**config.mk**
```make
export PLATFORM = sky130hd
export DESIGN_NAME = ifid_hazard_stage
export DESIGN_NICKNAME = d
export VERILOG_FILES = /design/src/rtl/core_pipe_pkg.sv /design/src/rtl/load_use_detect.sv /design/src/rtl/ifid_hazard_stage.sv
export SDC_FILE = /design/constraint.sdc
export NUM_CORES = 1
export LEC_CHECK = 0
export BUFFER_PORTS_ARGS = -buffer_cell sky130_fd_sc_hd__buf_2
export CAP_MARGIN = 20
export CORE_MARGIN = 2
export CORE_UTILIZATION = 45
export CTS_BUF_LIST = sky130_fd_sc_hd__clkbuf_16
export DETAILED_ROUTE_END_ITERATION = 7
export GPL_ROUTABILITY_DRIVEN = 0
export GPL_TIMING_DRIVEN = 0
export PLACE_DENSITY = 0.75
export SETUP_SLACK_MARGIN = 0.15
export SLEW_MARGIN = 30
export SYNTH_ARGS = -nofsm -noshare
export SYNTH_HDL_FRONTEND = slang
export SYNTH_SLANG_ARGS = --single-unit
```
**constraint.sdc**
```tcl
create_clock -name clk -period 2.7 [get_ports clk]
set_input_delay 0.405 -clock clk [delete_from_list [all_inputs] [get_ports clk]]
set_output_delay 0.405 -clock clk [all_outputs]
set_load 0.005 [all_outputs]
```
**src/rtl/core_pipe_pkg.sv**
```systemverilog
// ============================================================================
// core_pipe_pkg : shared IF/ID constants, field positions and stage states
// Rev 1.0
// ============================================================================
`default_nettype none

package core_pipe_pkg;

  localparam logic [31:0] NOP     = 32'h0000_0013;
  localparam int          RS1_LSB = 15;
  localparam int          RS1_MSB = 19;
  localparam int          RS2_LSB = 20;
  localparam int          RS2_MSB = 24;

  typedef enum logic [1:0] {
    RUN   = 2'd0,
    STALL = 2'd1,
    FLUSH = 2'd2
  } state_t;

endpackage

`default_nettype wire

```
**src/rtl/load_use_detect.sv**
```systemverilog
// ============================================================================
// load_use_detect : flags a decode instruction that reads a load's rd
// Rev 1.0
// ============================================================================
`default_nettype none

module load_use_detect
  import core_pipe_pkg::*;
(
  input  logic        valid,
  input  logic        idex_memread,
  input  logic [4:0]  idex_rd,
  input  logic [31:0] instr,
  output logic        hz
);

  logic w_rs1_hit;
  logic w_rs2_hit;

  assign w_rs1_hit = (idex_rd == instr[RS1_MSB:RS1_LSB]);
  assign w_rs2_hit = (idex_rd == instr[RS2_MSB:RS2_LSB]);
  assign hz        = valid & idex_memread & (idex_rd != 5'd0) & (w_rs1_hit | w_rs2_hit);

endmodule

`default_nettype wire

```
**src/rtl/ifid_hazard_stage.sv**
```systemverilog
// ============================================================================
// ifid_hazard_stage : IF/ID register with load-use stall and branch squash
// Rev 1.0
// ============================================================================
`default_nettype none

module ifid_hazard_stage
  import core_pipe_pkg::*;
#(
  parameter int FLUSH_CYCLES = 1,
  parameter int CNT_W        = 32
) (
  input  logic             clk,
  input  logic             reset,
  input  logic [63:0]      PC_In,
  input  logic [31:0]      Instruction_In,
  input  logic             IDEX_MemRead,
  input  logic [4:0]       IDEX_rd,
  input  logic             Branch_Taken,
  output logic [63:0]      PC_Out,
  output logic [31:0]      Instruction_Out,
  output logic             Valid_Out,
  output logic             PC_Write,
  output logic             IDEX_Bubble,
  output logic [CNT_W-1:0] Stall_Count,
  output logic [CNT_W-1:0] Flush_Count
);

  localparam logic [2:0] c_flush_rem_init = 3'(FLUSH_CYCLES - 1);

  generate
    if (FLUSH_CYCLES < 1 || FLUSH_CYCLES > 7) begin : g_bad_flush_cycles
      $error("ifid_hazard_stage: FLUSH_CYCLES must be in 1..7");
    end
  endgenerate

  state_t     r_state;
  logic [2:0] r_flush_rem;
  logic       w_hz;
  logic       w_stall_sat;
  logic       w_flush_sat;

  load_use_detect u_load_use_detect (
    .valid        (Valid_Out),
    .idex_memread (IDEX_MemRead),
    .idex_rd      (IDEX_rd),
    .instr        (Instruction_Out),
    .hz           (w_hz)
  );

  assign w_stall_sat = &Stall_Count;
  assign w_flush_sat = &Flush_Count;

  // PC is frozen while later squash slots drain so the branch target survives.
  always_comb begin
    PC_Write    = 1'b0;
    IDEX_Bubble = 1'b1;
    if (reset) begin
      if (Branch_Taken) begin
        PC_Write    = 1'b1;
        IDEX_Bubble = 1'b1;
      end else if (r_state == FLUSH) begin
        PC_Write    = 1'b0;
        IDEX_Bubble = 1'b0;
      end else if (w_hz) begin
        PC_Write    = 1'b0;
        IDEX_Bubble = 1'b1;
      end else begin
        PC_Write    = 1'b1;
        IDEX_Bubble = 1'b0;
      end
    end
  end

  always_ff @(posedge clk) begin
    if (!reset) begin
      r_state         <= RUN;
      r_flush_rem     <= 3'd0;
      PC_Out          <= 64'd0;
      Instruction_Out <= NOP;
      Valid_Out       <= 1'b0;
      Stall_Count     <= '0;
      Flush_Count     <= '0;
    end else if (Branch_Taken) begin
      PC_Out          <= PC_In;
      Instruction_Out <= NOP;
      Valid_Out       <= 1'b0;
      if (!w_flush_sat) Flush_Count <= Flush_Count + 1'b1;
      if (FLUSH_CYCLES > 1) begin
        r_state     <= FLUSH;
        r_flush_rem <= c_flush_rem_init;
      end else begin
        r_state     <= RUN;
        r_flush_rem <= 3'd0;
      end
    end else if (r_state == FLUSH) begin
      PC_Out          <= PC_In;
      Instruction_Out <= NOP;
      Valid_Out       <= 1'b0;
      if (!w_flush_sat) Flush_Count <= Flush_Count + 1'b1;
      r_flush_rem     <= r_flush_rem - 3'd1;
      if (r_flush_rem == 3'd1) r_state <= RUN;
    end else if (w_hz) begin
      if (!w_stall_sat) Stall_Count <= Stall_Count + 1'b1;
      r_state <= STALL;
    end else begin
      PC_Out          <= PC_In;
      Instruction_Out <= Instruction_In;
      Valid_Out       <= 1'b1;
      r_state         <= RUN;
    end
  end

endmodule

`default_nettype wire
```
==> results of run 1 <==
state kept, by name (all words and copies together) (netlist names):
signal,flops
PC_Out,64
Stall_Count,32
Instruction_Out,32
Valid_Out,1
Flush_Count,32
layout make-up:
type	count	area share [%]
well taps	184	2.62
flip-flops and latches	161	36.7
clock buffers	17	4.84
repair buffers	270	15.5
inverters	7	0.299
multi-input cells	610	36.3
plain buffers	46	2.28
clock inverters	15	1.52
cells in the final DEF, fill, tap and decap left out, drive strengths merged:
master	instances
buf	278
nand2	235
dfxtp	161
a21oi	119
clkbuf	55
nor2	45
nand3	28
nand4	26
xor2	22
or4	19
xnor2	16
o31ai	15
inv	11
o21ai	10
and4	10
nor3	10
or3	9
mux2i	8
and3	8
nand2b	7
clkinvlp	5
clkinv	5
a211oi	3
nor4	3
a211o	2
o41ai	2
a31oi	2
ha	2
o211ai	1
o22ai	1
o22a	1
or2	1
and2	1
nand3b	1
a21o	1
o311ai	1
a2111oi	1
bufinv	1
per-stage QoR:
step	power, mW	util (%)	hold WS [ns]
floorplan	2.68	-	0.448
global placement	2.88	56.5	0.435
detailed placement	2.89	56.5	0.440
CTS	5.17	60.7	0.175
global route	5.31	60.9	0.180
finish	5.12	60.9	0.183
metal layers:
layer	vias to the layer above	GRT usage (%)	share of wire, %
met3	35	7.92	7.8
met5	-	0	0
met2	264	41.4	47
met4	0	8.82	2.3
met1	3124	30.3	42
li1	3429	-	-
power groups by stage:
stage	sequential, mW	clock (mW)	combinational, mW
after global placement	2.55	0	0.335
final	2.49	2.29	0.341
after global routing	2.50	2.43	0.377
after detailed placement	2.55	0	0.340
after floorplan	2.55	0	0.130
after CTS	2.49	2.33	0.344
kinds of logic after synthesis:
logic type      after synthesis
compound gates              159
xor+xnor                     38
fa+ha+maj                     2
buf+inv                      54
flops                       161
mux                           8
simple gates                403
worst max-delay path, delay by kind of cell (launching register included):
family	cells	cell delay, ns
DFF	1	0.40
and+or+nand+nor	3	0.40
buffers and inverters	2	0.37
AOI/OAI and AO/OA	1	0.32
xor gates and xnor gates	1	0.14
worst max-delay path by stage:
stage	start	slack [ns]	endpoint	depth (start not counted)
CTS	Instruction_Out[20]	0.16	PC_Write	7
finish	Instruction_Out[20]	0.21	PC_Write	7
detailed placement	IDEX_rd[0]	-0.47	PC_Out[7]	9
global route	Instruction_Out[20]	0.11	PC_Write	7
floorplan	IDEX_rd[1]	0.41	IDEX_Bubble	6
global placement	IDEX_rd[0]	-0.46	PC_Out[14]	9
timing repair:
action,4_1_cts,5_1_grt
endpoints found under the setup margin,54,50
pin swaps,2,0
setup buffers,3,0
endpoints found under the hold margin,0,0
resized for setup,5,16
==> metrics.cfg, run 1 <==
[synthesis]
synth_seq_area_share_pct=48.9
yosysTopAreaCell=dfxtp_1
synth_seq_cells=161
synth_cell_types=37
yosys.area_share.adder_pct=0.380
async_flop_share_pct=0
syn_area_per_cell_um2=7.98
synth-compound-area-share_pct=13.4
synth_area_leaders=dfxtp_1 49%, nand2_1 13%, a21oi_1 9.0%
synth-xor-area-share_pct=5.05
post-synth-top-area-fraction_pct=48.9
synth-simple-area-share_pct=27.7
synthFlopType=dfxtp_1
synth_edf_count=0
synthTopCellsByCount=235 x nand2_1, 161 x dfxtp_1, 119 x a21oi_1
synth_most_common_cell=nand2_1
syn-num-nets=932
synth_top_family_by_area=simple AND/OR/NAND/NOR gates
muxShareOfSynthArea_pct=1.22
synthCells=825
ys_warn_count=0
netlist_area_mm2=0.00659

[global_route]
grt_usage_pct=24.8
antenna_found_initial=0
grt_pass1_vias=6381
grt_pass1_wl_mm=31.6
gr-total-overflow=0
grt_max_degree=17

[sta]
slew_viol_final=0
hold_violations=0
clock.fmax_mhz=402
fin_tns_setup_ns=0
period_share_pct=92.0
relSlewSlack_pct=49.5
rsz0062_at_grt=yes
post-route-min-period_ns=2.49
worst_pin_slew_ns=0.757
final.setup.worst_slack_ns=0.215
setup_viol=0
finClkSkew_ns=0.0104

[clock_network]
clk_path_buf_depth=2
cts_tree=yes
holdBufCountCts=0
path_clk_slew_ns=0.07
cts_buffers=17
clkLatencyLatePin_ns=0.43
htree_levels=4
cts.sinks=161
cts-root-buf=clkbuf_16

[die]
die_height_um=125
core_area_mm2=0.0144
start_util_pct=45.7
io_pins=268
fp-row-count=44
die_x_um=125
die_area_mm2=0.0156

[worst_setup_path]
worstPathArrival_ns=2.08
cp_slowest_cell=dfxtp_1
worstSetupPathType=reg -> out
critPathMaxFanout=10
r2r_setup_slack_ns=0.27
crit_path_end_kind=output port
reg2reg_from=Stall_Count[2]
slowest_delay_ns=0.40
start_kind=register
required_ns=2.30
crit_chain=xnor2_1 -> nand3_1 -> o22a_1 -> nor3_4 -> buf_4 -> nor2_1 -> buf_2
r2r_cells=8
r2r-end=Stall_Count[23]

[power_and_ir_drop]
comb_power_share_pct=6.7
internal_power_mw=3.89
switching_share_pct=24.1
seqPwrFrac_pct=48.7
vdd_ir_drop_max_uv=410
p_per_area_mw_per_mm2=583
clkPwrFrac_pct=44.7
p_leak_nw=3.95
switchingPower_mw=1.24

[route]
postRouteAntennaNets=0
vias_per_cell=5.23
drt-total-wl_mm=19.9
drc=0
via_count=6852
firstDrtPassIters=6
drt_iter0_drc=433
avgRoutedWirePerCell_um=15.2

[cells_and_area]
multi_input_area_mm2=0.00319
drive_gt1_share_pct=29.0
regArea_mm2=0.00323
final_area_mm2=0.00879
diodes=0
fin_cells=1310
n_fill_cell=1352
finalNetCount=1220
area_delta_synth_final_pct=33.4

[hold_path]
hold_end=Instruction_Out[4]
hold_start=Instruction_In[4]
hold_path.class=in -> reg
hold_path_depth=3

[placement]
port_buffers=267
hpwl_mm=14.9
place_ws_ns=-0.466
dp.cells=1276
placed_area_mm2=0.00815

[job]
cap_violations=0

[status]
outcome=complete, no violations

(Power assumes the default switching activity.)
==> inputs of run 2 (changes only) <==
Settings changed: CORE_ASPECT_RATIO set to 0.7, CORE_MARGIN 2 to unset, CORE_UTILIZATION 45 to 48, PLACE_DENSITY 0.75 to 0.8.
==> run 2 against run 1 <==
  * Count of clock-buffer cells in the layout unchanged
  * Sequential power about the same
  * Worst setup slack worse by 0.070 ns
  * Largest cell class unchanged
  * Sequential share of layout area down 0.40 points
  * Global-route usage up 2.8 points
  * Clock skew about the same
==> metrics.cfg, run 2 (synthesis results as in run 1) <==
[cells_and_area]
largest_reg_flops=64  ; unchanged
area_delta_synth_final_pct=35.0
finalNetCount=1228  ; +0.66%
regArea_mm2=0.00323  ; about the same
n_fill_cell=1183  ; -13%
layout_commonest_cell=buf_2
regMostFlops=PC_Out
post-route-util_pct=67.0  ; +6.1 points
multi_input_area_mm2=0.00321  ; +0.82%
drive_gt1_share_pct=29.5  ; +0.59 points
diodes=0  ; unchanged
layout_common_cells=273 x buf_2, 235 x nand2_1, 156 x dfxtp_1

[clock_network]
cts_tree=yes
path_clk_slew_ns=0.07  ; about the same
clkLatencyLatePin_ns=0.42  ; about the same
htree_levels=4  ; unchanged
holdBufCountCts=0  ; unchanged
clk_path_buf_depth=2  ; unchanged
cts.sinks=161  ; unchanged
cts-root-buf=clkbuf_16
cts_buffers=17  ; unchanged

[sta]
post-route-min-period_ns=2.55  ; +0.0699 ns
clock.fmax_mhz=391  ; -2.7%
holdWs_ns=0.199  ; +0.0162 ns
relSlewSlack_pct=53.8  ; +4.3 points
fin_tns_setup_ns=0  ; unchanged
slew_viol_final=0  ; unchanged
worst_pin_slew_ns=0.693  ; -0.0643 ns
rsz0062_at_grt=yes
hold_violations=0  ; unchanged
period_share_pct=94.6  ; +2.6 points
setup_viol=0  ; unchanged
finClkSkew_ns=0.0107  ; +0.000238 ns
final.setup.worst_slack_ns=0.145  ; -0.0699 ns

[route]
drt-total-wl_mm=19.9  ; about the same
drt_iter0_drc=365  ; -16%
drc=0  ; unchanged
vias_per_cell=5.25  ; +0.38%
firstDrtPassIters=5  ; -1
avgRoutedWirePerCell_um=15.1  ; -0.66%
postRouteAntennaNets=0  ; unchanged
via_count=6925  ; +1.1%

[die]
fp-row-count=35  ; -20%
die_height_um=100  ; -20%
die_x_um=142  ; +14%
die_area_mm2=0.0142  ; -9.1%
core_area_mm2=0.0133  ; -8.0%
start_util_pct=49.6  ; +4.0 points
io_pins=268  ; unchanged

[worst_setup_path]
critPathMaxFanout=10  ; unchanged
crit_path_end_kind=output port
crit_chain=buf_2 -> or4_1 -> o211ai_1 -> nand2b_1 -> clkbuf_1 -> clkbuf_2 -> nand2_1 -> buf_2
required_ns=2.30  ; about the same
cp_slowest_cell=or4_1
slowest_delay_ns=0.51  ; +0.11 ns
worstSetupPathType=in -> out
worstPathArrival_ns=2.15  ; +0.07 ns
crit_top_cell=buf_2
start_kind=primary input

[global_route]
grt_pass1_wl_mm=30.8  ; -2.5%
gr-total-overflow=0  ; unchanged
grt_usage_pct=27.6  ; +2.8 points
grt_max_degree=17  ; unchanged
grt_pass1_vias=6206  ; -2.7%
antenna_found_initial=0  ; unchanged

[power_and_ir_drop]
vdd_ir_drop_max_uv=427  ; +4.0%
p_leak_nw=4.01  ; +1.6%
p_per_area_mw_per_mm2=584  ; +0.22%

[placement]
hpwl_mm=14.6  ; -1.9%
port_buffers=267  ; unchanged
place_ws_ns=-0.352  ; +0.114 ns

[hold_path]
hold_path.class=in -> reg

[job]
cap_violations=0  ; unchanged

[status]
outcome=complete, no violations

[run 2: changes by cell type in the layout (fill, tap and decap cells not counted), sizes merged]
cell and delta:
clkinvlp -3, clkbuf +1, buf +7, inv +5, clkinv -2
[run 2: what timing repair did]
item                                    4_1_cts  5_1_grt
setup buffers                                 3        7
resized for setup                             6       16
endpoints found under the setup margin       24       58
hold endpoints to repair                      0        0
pin swaps                                     2        3
[run 2: layout make-up]
type                    instances  area share [%]
flip-flops and latches        161            36.3
multi-input cells             610            36.1
well taps                     185            2.60
clock buffers                  17            4.78
plain buffers                  47            2.35
inverters                       7           0.295
repair buffers                277            15.9
clock inverters                15            1.63
[run 2: worst paths after layout]
check | from | depth (start not counted) | slack [ns] | endpoint
max reg2reg | Stall_Count[2] | 8 | 0.27 | Stall_Count[25]
max | IDEX_rd[1] | 8 | 0.15 | IDEX_Bubble
min | Instruction_In[0] | 3 | 0.20 | Instruction_Out[0]
min reg2reg | PC_Out[30] | 2 | 0.45 | PC_Out[30]
[run 2: critical path: cells and delay by family]
| family | cells | cell delay, ns |
|---|---|---|
| buffers and inverters | 4 | 0.80 |
| and+or+nand+nor | 3 | 0.71 |
| AOI/OAI and AO/OA | 1 | 0.23 |
[run 2: where the power goes]
part / switching [mW] / leakage [nW] / internal (mW) / total (mW)
combinational: 0.181 / 2.41 / 0.165 / 0.346
sequential: 0.0438 / 1.32 / 2.45 / 2.50
clock: 1.06 / 0.278 / 1.30 / 2.35
total: 1.28 / 4.01 / 3.91 / 5.19
[run 2: layer usage]
| metal | up-vias | wire length [um] | GRT usage, % |
|---|---|---|---|
| met4 | 0 | 358 | 9.51 |
| met1 | 3191 | 8890 | 35.9 |
| met3 | 34 | 1360 | 7.54 |
| li1 | 3434 | - | - |
| met2 | 266 | 9340 | 44.3 |
| met5 | - | 0 | 0 |
[run 2: metrics by stage]
stage | instance area, um2 | total power [mW] | std cells
2_1_floorplan | 6590 | 2.68 | 825
3_3_place_gp | 8160 | 2.88 | 1277
3_5_place_dp | 8160 | 2.89 | 1277
4_1_cts | 8770 | 5.23 | 1312
5_1_grt | 8890 | 5.39 | 1319
6_report | 8890 | 5.19 | 1319
